[config.mk]
export PLATFORM = sky130hd
export DESIGN_NAME = alu_mul_sequencer_flat
export DESIGN_NICKNAME = d
export VERILOG_FILES = /design/src/rtl/alu_mul_sequencer_pkg.sv /design/src/rtl/alu_mul_sequencer_if.sv /design/src/rtl/alu_mul_sequencer.sv /design/src/flat_wrapper.sv
export SDC_FILE = /design/constraint.sdc
export NUM_CORES = 1
export LEC_CHECK = 0
export ABC_CLOCK_PERIOD_IN_PS = 2500
export CAP_MARGIN = 20
export CELL_PAD_IN_SITES_DETAIL_PLACEMENT = 0
export CELL_PAD_IN_SITES_GLOBAL_PLACEMENT = 1
export CORE_MARGIN = 10
export CORE_UTILIZATION = 34
export DETAILED_ROUTE_END_ITERATION = 8
export GPL_TIMING_DRIVEN = 0
export PLACE_DENSITY_LB_ADDON = 0.2
export SLEW_MARGIN = 20
export SYNTH_ARGS = -nofsm -noshare
export SYNTH_HDL_FRONTEND = slang
export SYNTH_SLANG_ARGS = --single-unit
[constraint.sdc]
create_clock -name clock -period 2.5 [get_ports clock]
set_input_delay 0.25 -clock clock [delete_from_list [all_inputs] [get_ports clock]]
set_output_delay 0.25 -clock clock [all_outputs]
set_load 0.05 [all_outputs]
[src/rtl/alu_mul_sequencer_pkg.sv]
// Shared definitions for the shift-and-add multiply sequencer:
// LEGv8 ALU function-select encodings and the sequencer state encoding.
package alu_mul_sequencer_pkg;

    localparam int FS_W = 5;

    localparam logic [FS_W-1:0] FS_AND  = 5'b00000;
    localparam logic [FS_W-1:0] FS_OR   = 5'b00100;
    localparam logic [FS_W-1:0] FS_ADD  = 5'b01000;
    localparam logic [FS_W-1:0] FS_XOR  = 5'b01100;
    localparam logic [FS_W-1:0] FS_SHL  = 5'b10000;
    localparam logic [FS_W-1:0] FS_SHR  = 5'b10100;
    // Operand inversion modifiers, OR-ed onto a base operation
    localparam logic [FS_W-1:0] FS_AINV = 5'b00001;
    localparam logic [FS_W-1:0] FS_BINV = 5'b00010;

    // Index of the carry flag inside the ALU {V,C,N,Z} status word
    localparam int STATUS_C_BIT = 2;

    typedef enum logic [1:0] {
        ST_IDLE  = 2'b00,
        ST_ADD   = 2'b01,
        ST_SHIFT = 2'b10,
        ST_DONE  = 2'b11
    } state_t;

endpackage

[src/rtl/alu_mul_sequencer_if.sv]
// Request/result handshake plus the shared-ALU operand/result bus of the
// multiply sequencer. slave = sequencer side, master = requester/ALU side.
interface alu_mul_sequencer_if
    import alu_mul_sequencer_pkg::*;
#(
    parameter int WIDTH = 64
);
    logic             start;
    logic [WIDTH-1:0] a;
    logic [WIDTH-1:0] b;
    logic             busy;
    logic             done;
    logic [WIDTH-1:0] product;
    logic             ovf;

    logic [WIDTH-1:0] alu_a;
    logic [WIDTH-1:0] alu_b;
    logic [FS_W-1:0]  alu_fs;
    logic             alu_c0;
    logic [WIDTH-1:0] alu_f;
    logic [3:0]       alu_status;

    modport slave (
        input  start, a, b, alu_f, alu_status,
        output busy, done, product, ovf, alu_a, alu_b, alu_fs, alu_c0
    );

    modport master (
        output start, a, b, alu_f, alu_status,
        input  busy, done, product, ovf, alu_a, alu_b, alu_fs, alu_c0
    );
endinterface

[src/rtl/alu_mul_sequencer.sv]
// Multi-cycle unsigned multiplier that borrows the external LEGv8 ALU for one
// ADD or shift-left per cycle. Define ALU_MUL_EARLY_EXIT_EN to stop shifting
// once no multiplier bits remain.
module alu_mul_sequencer
    import alu_mul_sequencer_pkg::*;
#(
    parameter int WIDTH = 64
) (
    input  logic                clock,
    input  logic                reset,
    alu_mul_sequencer_if.slave  bus
);

    localparam int CW = $clog2(WIDTH + 1);

    state_t           state_reg;
    logic [WIDTH-1:0] m_reg;
    logic [WIDTH-1:0] q_reg;
    logic [WIDTH-1:0] p_reg;
    logic [CW-1:0]    count_reg;
    logic             ovf_reg;
    logic             busy_reg;
    logic             done_reg;
    logic [WIDTH-1:0] product_reg;
    logic             ovf_out_reg;

    logic [WIDTH-1:0] q_shr;
    logic             shift_ovf;
    logic             last_shift;
    logic             skip_work;
    logic             unused_status;

    assign q_shr = q_reg >> 1;
    // The bit leaving M is lost; that only matters if a later ADD would use it.
    assign shift_ovf = m_reg[WIDTH-1] & (q_shr != '0);
    assign unused_status = ^{bus.alu_status[3], bus.alu_status[1:0]};

`ifdef ALU_MUL_EARLY_EXIT_EN
    assign last_shift = (count_reg == CW'(WIDTH - 1)) || (q_shr == '0);
    assign skip_work  = (bus.b == '0);
`else
    assign last_shift = (count_reg == CW'(WIDTH - 1));
    assign skip_work  = 1'b0;
`endif

    always_comb begin
        bus.alu_a  = '0;
        bus.alu_b  = '0;
        bus.alu_fs = FS_AND;
        bus.alu_c0 = 1'b0;
        case (state_reg)
            ST_ADD: begin
                bus.alu_a  = p_reg;
                bus.alu_b  = m_reg;
                bus.alu_fs = FS_ADD;
            end
            ST_SHIFT: begin
                bus.alu_a  = m_reg;
                bus.alu_b  = WIDTH'(1);
                bus.alu_fs = FS_SHL;
            end
            default: ;
        endcase
    end

    always_ff @(posedge clock) begin
        if (reset) begin
            state_reg   <= ST_IDLE;
            m_reg       <= '0;
            q_reg       <= '0;
            p_reg       <= '0;
            count_reg   <= '0;
            ovf_reg     <= 1'b0;
            busy_reg    <= 1'b0;
            done_reg    <= 1'b0;
            product_reg <= '0;
            ovf_out_reg <= 1'b0;
        end else begin
            case (state_reg)
                ST_IDLE: begin
                    if (bus.start) begin
                        m_reg     <= bus.a;
                        q_reg     <= bus.b;
                        p_reg     <= '0;
                        count_reg <= '0;
                        ovf_reg   <= 1'b0;
                        if (skip_work) begin
                            state_reg   <= ST_DONE;
                            done_reg    <= 1'b1;
                            product_reg <= '0;
                            ovf_out_reg <= 1'b0;
                        end else begin
                            state_reg <= bus.b[0] ? ST_ADD : ST_SHIFT;
                            busy_reg  <= 1'b1;
                        end
                    end
                end
                ST_ADD: begin
                    p_reg     <= bus.alu_f;
                    ovf_reg   <= ovf_reg | bus.alu_status[STATUS_C_BIT];
                    state_reg <= ST_SHIFT;
                end
                ST_SHIFT: begin
                    m_reg     <= bus.alu_f;
                    q_reg     <= q_shr;
                    count_reg <= count_reg + CW'(1);
                    if (shift_ovf) begin
                        ovf_reg <= 1'b1;
                    end
                    // P is final here: the last operation of a run is always a shift
                    if (last_shift) begin
                        state_reg   <= ST_DONE;
                        busy_reg    <= 1'b0;
                        done_reg    <= 1'b1;
                        product_reg <= p_reg;
                        ovf_out_reg <= ovf_reg | shift_ovf;
                    end else begin
                        state_reg <= q_reg[1] ? ST_ADD : ST_SHIFT;
                    end
                end
                ST_DONE: begin
                    done_reg  <= 1'b0;
                    state_reg <= ST_IDLE;
                end
                default: state_reg <= ST_IDLE;
            endcase
        end
    end

    assign bus.busy    = busy_reg;
    assign bus.done    = done_reg;
    assign bus.product = product_reg;
    assign bus.ovf     = ovf_out_reg;

endmodule
[src/flat_wrapper.sv]
// flat-port wrapper written by rule: the top's interface ports become plain ports
module alu_mul_sequencer_flat import alu_mul_sequencer_pkg::*;
#(
    parameter int WIDTH = 64
)
  (clock, reset, bus_start, bus_a, bus_b, bus_alu_f, bus_alu_status, bus_busy, bus_done, bus_product, bus_ovf, bus_alu_a, bus_alu_b, bus_alu_fs, bus_alu_c0);
  alu_mul_sequencer_if #(.WIDTH(WIDTH)) bus_i ();
  input  logic clock;
  input  logic reset;
  input wire logic [$bits(bus_i.start)-1:0] bus_start;
  input wire logic [$bits(bus_i.a)-1:0] bus_a;
  input wire logic [$bits(bus_i.b)-1:0] bus_b;
  input wire logic [$bits(bus_i.alu_f)-1:0] bus_alu_f;
  input wire logic [$bits(bus_i.alu_status)-1:0] bus_alu_status;
  output wire logic [$bits(bus_i.busy)-1:0] bus_busy;
  output wire logic [$bits(bus_i.done)-1:0] bus_done;
  output wire logic [$bits(bus_i.product)-1:0] bus_product;
  output wire logic [$bits(bus_i.ovf)-1:0] bus_ovf;
  output wire logic [$bits(bus_i.alu_a)-1:0] bus_alu_a;
  output wire logic [$bits(bus_i.alu_b)-1:0] bus_alu_b;
  output wire logic [$bits(bus_i.alu_fs)-1:0] bus_alu_fs;
  output wire logic [$bits(bus_i.alu_c0)-1:0] bus_alu_c0;
  assign bus_i.start = bus_start;
  assign bus_i.a = bus_a;
  assign bus_i.b = bus_b;
  assign bus_i.alu_f = bus_alu_f;
  assign bus_i.alu_status = bus_alu_status;
  assign bus_busy = bus_i.busy;
  assign bus_done = bus_i.done;
  assign bus_product = bus_i.product;
  assign bus_ovf = bus_i.ovf;
  assign bus_alu_a = bus_i.alu_a;
  assign bus_alu_b = bus_i.alu_b;
  assign bus_alu_fs = bus_i.alu_fs;
  assign bus_alu_c0 = bus_i.alu_c0;
  alu_mul_sequencer #(.WIDTH(WIDTH)) u_core (.clock(clock), .reset(reset), .bus(bus_i));
endmodule
==> results of run 1 <==
[cell families after synthesis]
kind of cell,Yosys count,synth area share (%)
AND/OR/NAND/NOR,501,19.29
AO/OA/AOI/OAI,341,19.75
flip-flops,268,44.76
buffers and inverters,138,4.613
multiplexers,129,10.82
adder cells (fa/ha/maj),5,0.5219
XOR/XNOR,3,0.2192
other,1,0.03128
[cells in the mapped netlist, drive strengths merged (7+ instances only)]
cell    instances  share of area (%)
dfxtp         268                 45
nor2          203                6.4
nand2         135                4.2
a211oi        128                8.0
a22oi         128                8.0
mux2i         127                 11
clkbuf        107                3.4
a21oi          71                3.0
and2           65                3.4
nor2b          65                3.4
buf            26                1.1
nor4           15               0.99
o21ai           9               0.38
nand4           7               0.37
[worst reg2reg max path, delay by kind of cell, from the launching register on]
kind	cells	cell delay, ns
buf+inv	5	1.25
flops	1	0.36
mux	1	0.30
fa+ha+maj	1	0.19
compound gates	1	0.11
[metal layers]
metal	vias up	GRT usage, %	share of wire (%)
met1	5617	28.80	43
li1	5724	-	-
met4	2	5.604	2.2
met3	62	5.340	6.8
met2	397	37.61	48
met5	-	0	0.035
[final timing paths]
check / end / start / cells past startpoint / slack [ns]
max: bus_alu_a[57] / u_core.state_reg[0] / 8 / 0.07
min: u_core.q_reg[32] / bus_b[32] / 3 / 0.32
max reg2reg: u_core.m_reg[2] / u_core.state_reg[0] / 8 / 0.15
min reg2reg: u_core.bus.product[40] / u_core.bus.product[40] / 2 / 0.45
[repair_timing]
item / CTS / global route
hold endpoints to repair: 0 / 0
gates resized for setup: 807 / 83
buffers inserted: 0 / 0
pin swaps: 0 / 0
setup endpoints to repair: 366 / 305
hold buffers: 0 / 0
cloned: 0 / 0
[through the flow]
step                      instances  hold slack, ns  setup WS (ns)  instance area [um^2]  utilization, %
after floorplan                1389          0.3983        0.05730                 12450               -
after global placement         2236          0.4428         -1.150                 16950           48.94
after detailed placement       2236          0.4459         -1.210                 16950           48.95
after CTS                      2289          0.3069     -0.0004121                 18100           52.26
after global routing           2292          0.3330       -0.02928                 18060           52.17
final                          2293          0.3248        0.06514                 18070           52.18
[power groups by stage]
stage / Clock [mW] / Sequential (mW) / Combinational (mW)
6_report: 4.40 / 5.49 / 5.63
5_1_grt: 4.65 / 5.57 / 6.04
4_1_cts: 4.47 / 5.47 / 5.63
3_5_place_dp: 0 / 5.51 / 5.38
3_3_place_gp: 0 / 5.50 / 5.33
2_1_floorplan: 0 / 5.34 / 3.63
[final cells by class]
class	count	area, um^2	share of cell area (%)
multi-input cells	983	6854	37.94
flip-flops and latches	268	5368	29.71
repair buffers	392	3498	19.36
clock buffers	46	902.1	4.993
plain buffers	131	770.7	4.266
well taps	455	569.3	3.151
clock inverters	9	76.32	0.4224
inverters	5	18.77	0.1039
diodes	4	10.01	0.05540
==> results by group, run 1 <==
Yosys
  • Register area share after synthesis: 44.76%
  • Most used DFF post-synth: sky130_fd_sc_hd__dfxtp_1
  • Synth warnings: 0
  • Count of cell types in the netlist: 36
  • Number of enable-type register cells in the synthesized netlist: 0
  • Post-Synthesis Cells: 1,386
  • Number of synthesized register bits: 268
  • Async set-reset flop share out of synthesis: 0%
  • Mapped Area: 11,990 um^2
  • Synthesized area per cell: 8.649 um^2

Detailed routing
  • Antenna Violating Nets Remaining: 0
  • DRT Wirelength: 51,670 um
  • Length of the first detailed-routing pass in iterations: 5
  • Via count: 11,800
  • Vias per cell: 5.147
  • Number of DRC markers after the initial detailed-route iteration: 702
  • Routed WL per cell: 22.53 um
  • Remaining DRCs: 0

Worst setup path
  • Largest fanout of any net on the critical path: 10
  • Critical path capture point type: primary output
  • Signal arrival time at the worst endpoint: 2.18 ns
  • Critical path's most frequent cell: sky130_fd_sc_hd__buf_4
  • Data required time at the worst endpoint: 2.25 ns
  • Largest incremental delay on the critical path: 0.34 ns
  • Number of buffer and inverter instances along the worst setup path: 5
  • Ordered cell list for the critical path: inv_1 > ha_2 > buf_4 > buf_12 > clkbuf_8 > a22oi_2 > nor2b_4 > buf_4
  • Family with the most delay on the worst path: buffers and inverters
  • Nature of the critical path startpoint: register
  • Worst Setup Path Type: register to primary output
  • Cell with the biggest individual delay on the critical path: sky130_fd_sc_hd__dfxtp_2

Worst hold path
  • Worst Hold Class: primary input to register

Clocking
  • TritonCTS clock tree: yes
  • Master cell of the clock root buffer: sky130_fd_sc_hd__clkbuf_16
  • Clock transition at path regs: 0.06 ns
  • Clock Latency Late Sink: 0.56 ns
  • CTS Buf Count: 30
  • Buffer depth of the longest clock path: 3
  • Count of clock tree sinks: 268
  • H-tree Lvls: 1

STA
  • Setup clock skew after layout: 0.01041 ns
  • Maximum achievable frequency: 410.7 MHz
  • Count of final max-slew check failures: 0
  • Portion of the clock cycle consumed by the worst path in the final layout: 97.39%
  • Final count of negative-setup-slack endpoints: 0
  • Slew at the pin with the worst max-slew slack: 0.8400 ns
  • Final min period: 2.435 ns
  • Final setup TNS: 0 ns
  • Final Hold Fails: 0
  • Unrepaired setup endpoints after global routing: true
  • Worst-case headroom to the max-slew limit: 44.00%

Power and ir drop
  • Power Dens Cells: 859.0 nW/um^2
  • Reported net switching power: 5.725 mW
  • Proportion of power drawn by the clock network: 28.3%
  • Total design power: 15.52 mW
  • Internal power: 9.795 mW
  • Proportion of power drawn by flip-flops and latches: 35.4%
  • IR Drop Worst-Case VDD: 0.5572 mV
  • Combinational fraction of design power: 36.3%
  • Pleak: 6.530 nW
  • Net switching share of the total power: 36.89%

Layout
  • Area grow syn2layout: 50.71%
  • Most frequent standard cell in the layout excluding fill and tap cells: sky130_fd_sc_hd__dfxtp_1
  • Proportion of layout cells with a drive suffix above 1: 20.28%
  • Net count of the finished layout: 2,015
  • Commonest non-fill, non-tap cells in the layout: sky130_fd_sc_hd__dfxtp_1 (266), sky130_fd_sc_hd__clkdlybuf4s50_1 (264), sky130_fd_sc_hd__nor2_1 (203)
  • Fill count: 3,350

Placed design
  • Final HPWL from detailed placement: 39,840 um
  • Routability-driven placement congestion ratio: 0.8628
  • # port buffers: 392

Global route
  • Wire length of the first global-routing pass: 77,220 um
  • Initial antenna violation count: 5
  • Overflow after GRT: 0
  • Overall track demand over capacity in global routing: 22.63%
  • Vias in the first global route: 11,820
  • Pin count of the biggest net entering global routing: 15

Floorplanning
  • Core area: 34,630 um^2
  • Horiz. Die Dim: 207.8 um
  • Die Footprint: 43,170 um^2
  • Die H: 207.8 um
  • Effective utilization at floorplan: 34.62%
  • Num rows: 68
  • IO Pins: 400

Status
  • Result of the run: finished, final reports clean

Run
  • MaxCap Viol Count: 0
No activity file was read; power rests on OpenSTA's default activity.
==> inputs of run 2 (changes only) <==
--- a/config.mk
+++ b/config.mk
@@ -11,9 +11,11 @@
 export CELL_PAD_IN_SITES_GLOBAL_PLACEMENT = 1
 export CORE_MARGIN = 10
 export CORE_UTILIZATION = 34
+export CTS_BUF_LIST = sky130_fd_sc_hd__clkbuf_16
 export DETAILED_ROUTE_END_ITERATION = 8
 export GPL_TIMING_DRIVEN = 0
 export PLACE_DENSITY_LB_ADDON = 0.2
+export SKIP_LAST_GASP = 1
 export SLEW_MARGIN = 20
 export SYNTH_ARGS = -nofsm -noshare
 export SYNTH_HDL_FRONTEND = slang
==> results by group, run 2 (synthesis gave the netlist of run 1 again) <==
Status
  • Result of the run: finished, final reports clean (unchanged)

Detailed routing
  • Number of DRC markers after the initial detailed-route iteration: 675 (was 702)
  • Routed WL per cell: 22.52 um (was 22.53 um)
  • Via count: 11,830 (was 11,800)
  • Remaining DRCs: 0 (unchanged)
  • Vias per cell: 5.156 (was 5.147)
  • DRT Wirelength: 51,650 um (was 51,670 um)
  • Length of the first detailed-routing pass in iterations: 5 (unchanged)
  • Antenna Violating Nets Remaining: 0 (unchanged)

Clocking
  • TritonCTS clock tree: yes (unchanged)
  • Post-CTS setup buffer count: 0 (unchanged)
  • Clock Latency Late Sink: 0.57 ns (was 0.56 ns)
  • CTS Buf Count: 30 (unchanged)
  • Master cell of the clock root buffer: sky130_fd_sc_hd__clkbuf_16 (unchanged)
  • H-tree Lvls: 1 (unchanged)
  • Count of clock tree sinks: 268 (unchanged)
  • Clock transition at path regs: 0.06 ns (about the same)
  • Buffer depth of the longest clock path: 3 (unchanged)
  • Hold-fix buffer count after cts: 0 (unchanged)

Placed design
  • Final HPWL from detailed placement: 39,840 um (unchanged)
  • Routability-driven placement congestion ratio: 0.8628 (unchanged)
  • Placed Cells incl. Taps: 2,236 (unchanged)
  • Post-Place Worst Slack: -1.210 ns (unchanged)
  • # port buffers: 392 (unchanged)

Floorplanning
  • Core area: 34,630 um^2 (unchanged)
  • Effective utilization at floorplan: 34.62% (unchanged)
  • Die H: 207.8 um (unchanged)
  • Die Footprint: 43,170 um^2 (unchanged)
  • Num rows: 68 (unchanged)
  • Horiz. Die Dim: 207.8 um (unchanged)
  • IO Pins: 400 (unchanged)

STA
  • Final count of negative-setup-slack endpoints: 0 (unchanged)
  • Final min period: 2.446 ns (was 2.435 ns)
  • Setup clock skew after layout: 0.01125 ns (was 0.01041 ns)
  • Unrepaired setup endpoints after global routing: true (unchanged)
  • Maximum achievable frequency: 408.9 MHz (was 410.7 MHz)
  • Final Worst Setup Slack: 0.05413 ns (was 0.06514 ns)
  • Count of final max-slew check failures: 0 (unchanged)
  • Final Hold Fails: 0 (unchanged)
  • Worst-case headroom to the max-slew limit: 38.38% (was 44.00%)
  • Portion of the clock cycle consumed by the worst path in the final layout: 97.83% (was 97.39%)
  • Slew at the pin with the worst max-slew slack: 0.9064 ns (was 0.8400 ns)

Global route
  • Vias in the first global route: 11,800 (was 11,820)
  • Wire length of the first global-routing pass: 77,090 um (was 77,220 um)
  • Met3 Resource Use GR: 5.791% (was 5.340%)
  • Global-route track usage on met2: 37.67% (was 37.61%)
  • GRT busiest layer: met2 (unchanged)
  • Pin count of the biggest net entering global routing: 15 (unchanged)
  • Overall track demand over capacity in global routing: 22.64% (was 22.63%)
  • GR met1 Demand/Resource: 28.45% (was 28.80%)
  • Overflow after GRT: 0 (unchanged)
  • Initial antenna violation count: 7 (was 5)

Worst setup path
  • Beginning of the critical path: u_core.state_reg[0] (unchanged)
  • Worst Setup Path Type: register to primary output (unchanged)
  • Nature of the critical path startpoint: register (unchanged)
  • Critical path's most frequent cell: sky130_fd_sc_hd__buf_4 (unchanged)
  • Ordered cell list for the critical path: inv_1 > ha_2 > buf_4 > buf_12 > buf_8 > a22oi_2 > nor2b_4 > buf_4 (was inv_1 > ha_2 > buf_4 > buf_12 > clkbuf_8 > a22oi_2 > nor2b_4 > buf_4)
  • Largest fanout of any net on the critical path: 10 (unchanged)
  • Cell with the biggest individual delay on the critical path: sky130_fd_sc_hd__dfxtp_2 (unchanged)
  • Largest incremental delay on the critical path: 0.34 ns (about the same)
  • Worst reg2reg path startpoint: u_core.state_reg[0] (unchanged)
  • Data required time at the worst endpoint: 2.25 ns (about the same)
  • Critical path capture point type: primary output (unchanged)
  • Worst Reg-to-Reg Cells: 7 (was 8)
  • Signal arrival time at the worst endpoint: 2.20 ns (was 2.18 ns)

Layout
  • Fill count: 3,360 (was 3,350)
  • Area grow syn2layout: 49.73% (was 50.71%)
  • Storage cell area: 5368 um^2 (unchanged)
  • Most frequent standard cell in the layout excluding fill and tap cells: sky130_fd_sc_hd__dfxtp_1 (unchanged)
  • Proportion of layout cells with a drive suffix above 1: 19.79% (was 20.28%)
  • Final cell count without fillers: 2,294 (was 2,293)
  • Net count of the finished layout: 2,015 (unchanged)
  • Commonest non-fill, non-tap cells in the layout: sky130_fd_sc_hd__dfxtp_1 (266), sky130_fd_sc_hd__clkdlybuf4s50_1 (264), sky130_fd_sc_hd__nor2_1 (203) (unchanged)
  • Area of the multi-input gates: 6842 um^2 (was 6854 um^2)

Worst hold path
  • Hold Path Stages: 3 (unchanged)
  • Startpoint of the worst hold path: bus_b[25] (was bus_b[32])
  • Worst Hold Class: primary input to register (unchanged)

Power and ir drop
  • Power Dens Cells: 849.9 nW/um^2 (was 859.0 nW/um^2)
  • IR Drop Worst-Case VDD: 0.5692 mV (was 0.5572 mV)
  • Pleak: 6.513 nW (was 6.530 nW)

Run
  • MaxCap Viol Count: 0 (unchanged)
==> run 2: repair_timing <==
item / in CTS / in global routing
resized for setup: 787 / 102
hold endpoints to repair: 0 / 0
endpoints found under the setup margin: 366 / 325
==> run 2: area by class of cell <==
| cell class | instances | area share, % |
|---|---|---|
| multi-input combinational | 983 | 38.12 |
| buffer | 131 | 4.231 |
| clock buffer | 31 | 4.322 |
| timing repair buffer | 392 | 19.34 |
| tap | 455 | 3.172 |
| antenna | 5 | 0.06971 |
| clock inverter | 24 | 0.7389 |
| inverter | 5 | 0.1046 |
| sequential | 268 | 29.90 |
==> run 2: layer usage <==
layer | vias up | routed length (um)
li1 | 5736 | -
met1 | 5631 | 22200
met2 | 389 | 24730
met3 | 69 | 3590
met4 | 4 | 1099
met5 | - | 32
==> run 2: final timing paths <==
| check | endpoint | slack (ns) |
|---|---|---|
| hold / removal | u_core.q_reg[25] | 0.32 |
| setup reg to reg | u_core.p_reg[17] | 0.08 |
| hold reg to reg | u_core.bus.product[40] | 0.45 |
| setup / recovery | bus_alu_a[3] | 0.05 |
==> run 2: through the flow <==
stage / util [%] / hold WS (ns) / power, mW / instance area (um^2) / TNS [ns]
after global routing: 51.83 / 0.3340 / 15.99 / 17950 / -0.7281
final: 51.84 / 0.3222 / 15.26 / 17950 / 0
after detailed placement: 48.95 / 0.4459 / 10.90 / 16950 / -167.24
after CTS: 51.91 / 0.3066 / 15.27 / 17980 / -3.392
after floorplan: - / 0.3983 / 8.969 / 12450 / 0
after global placement: 48.94 / 0.4428 / 10.83 / 16950 / -153.43
==> run 2: worst max-delay path, delay by kind of cell, from the launching register on <==
family	cells	cell delay, ns
AO/OA/AOI/OAI	1	0.09
adder cells (fa/ha/maj)	1	0.22
buffers and inverters	5	0.85
flip-flops	1	0.34
AND/OR/NAND/NOR	1	0.14
==> run 2: report_power, final <==
part	internal [mW]	switching, mW	total (mW)	leakage, nW
combinational	2.30	3.31	5.61	3.84
clock	2.33	1.83	4.16	0.478
sequential	4.91	0.586	5.49	2.19
total	9.53	5.73	15.3	6.51
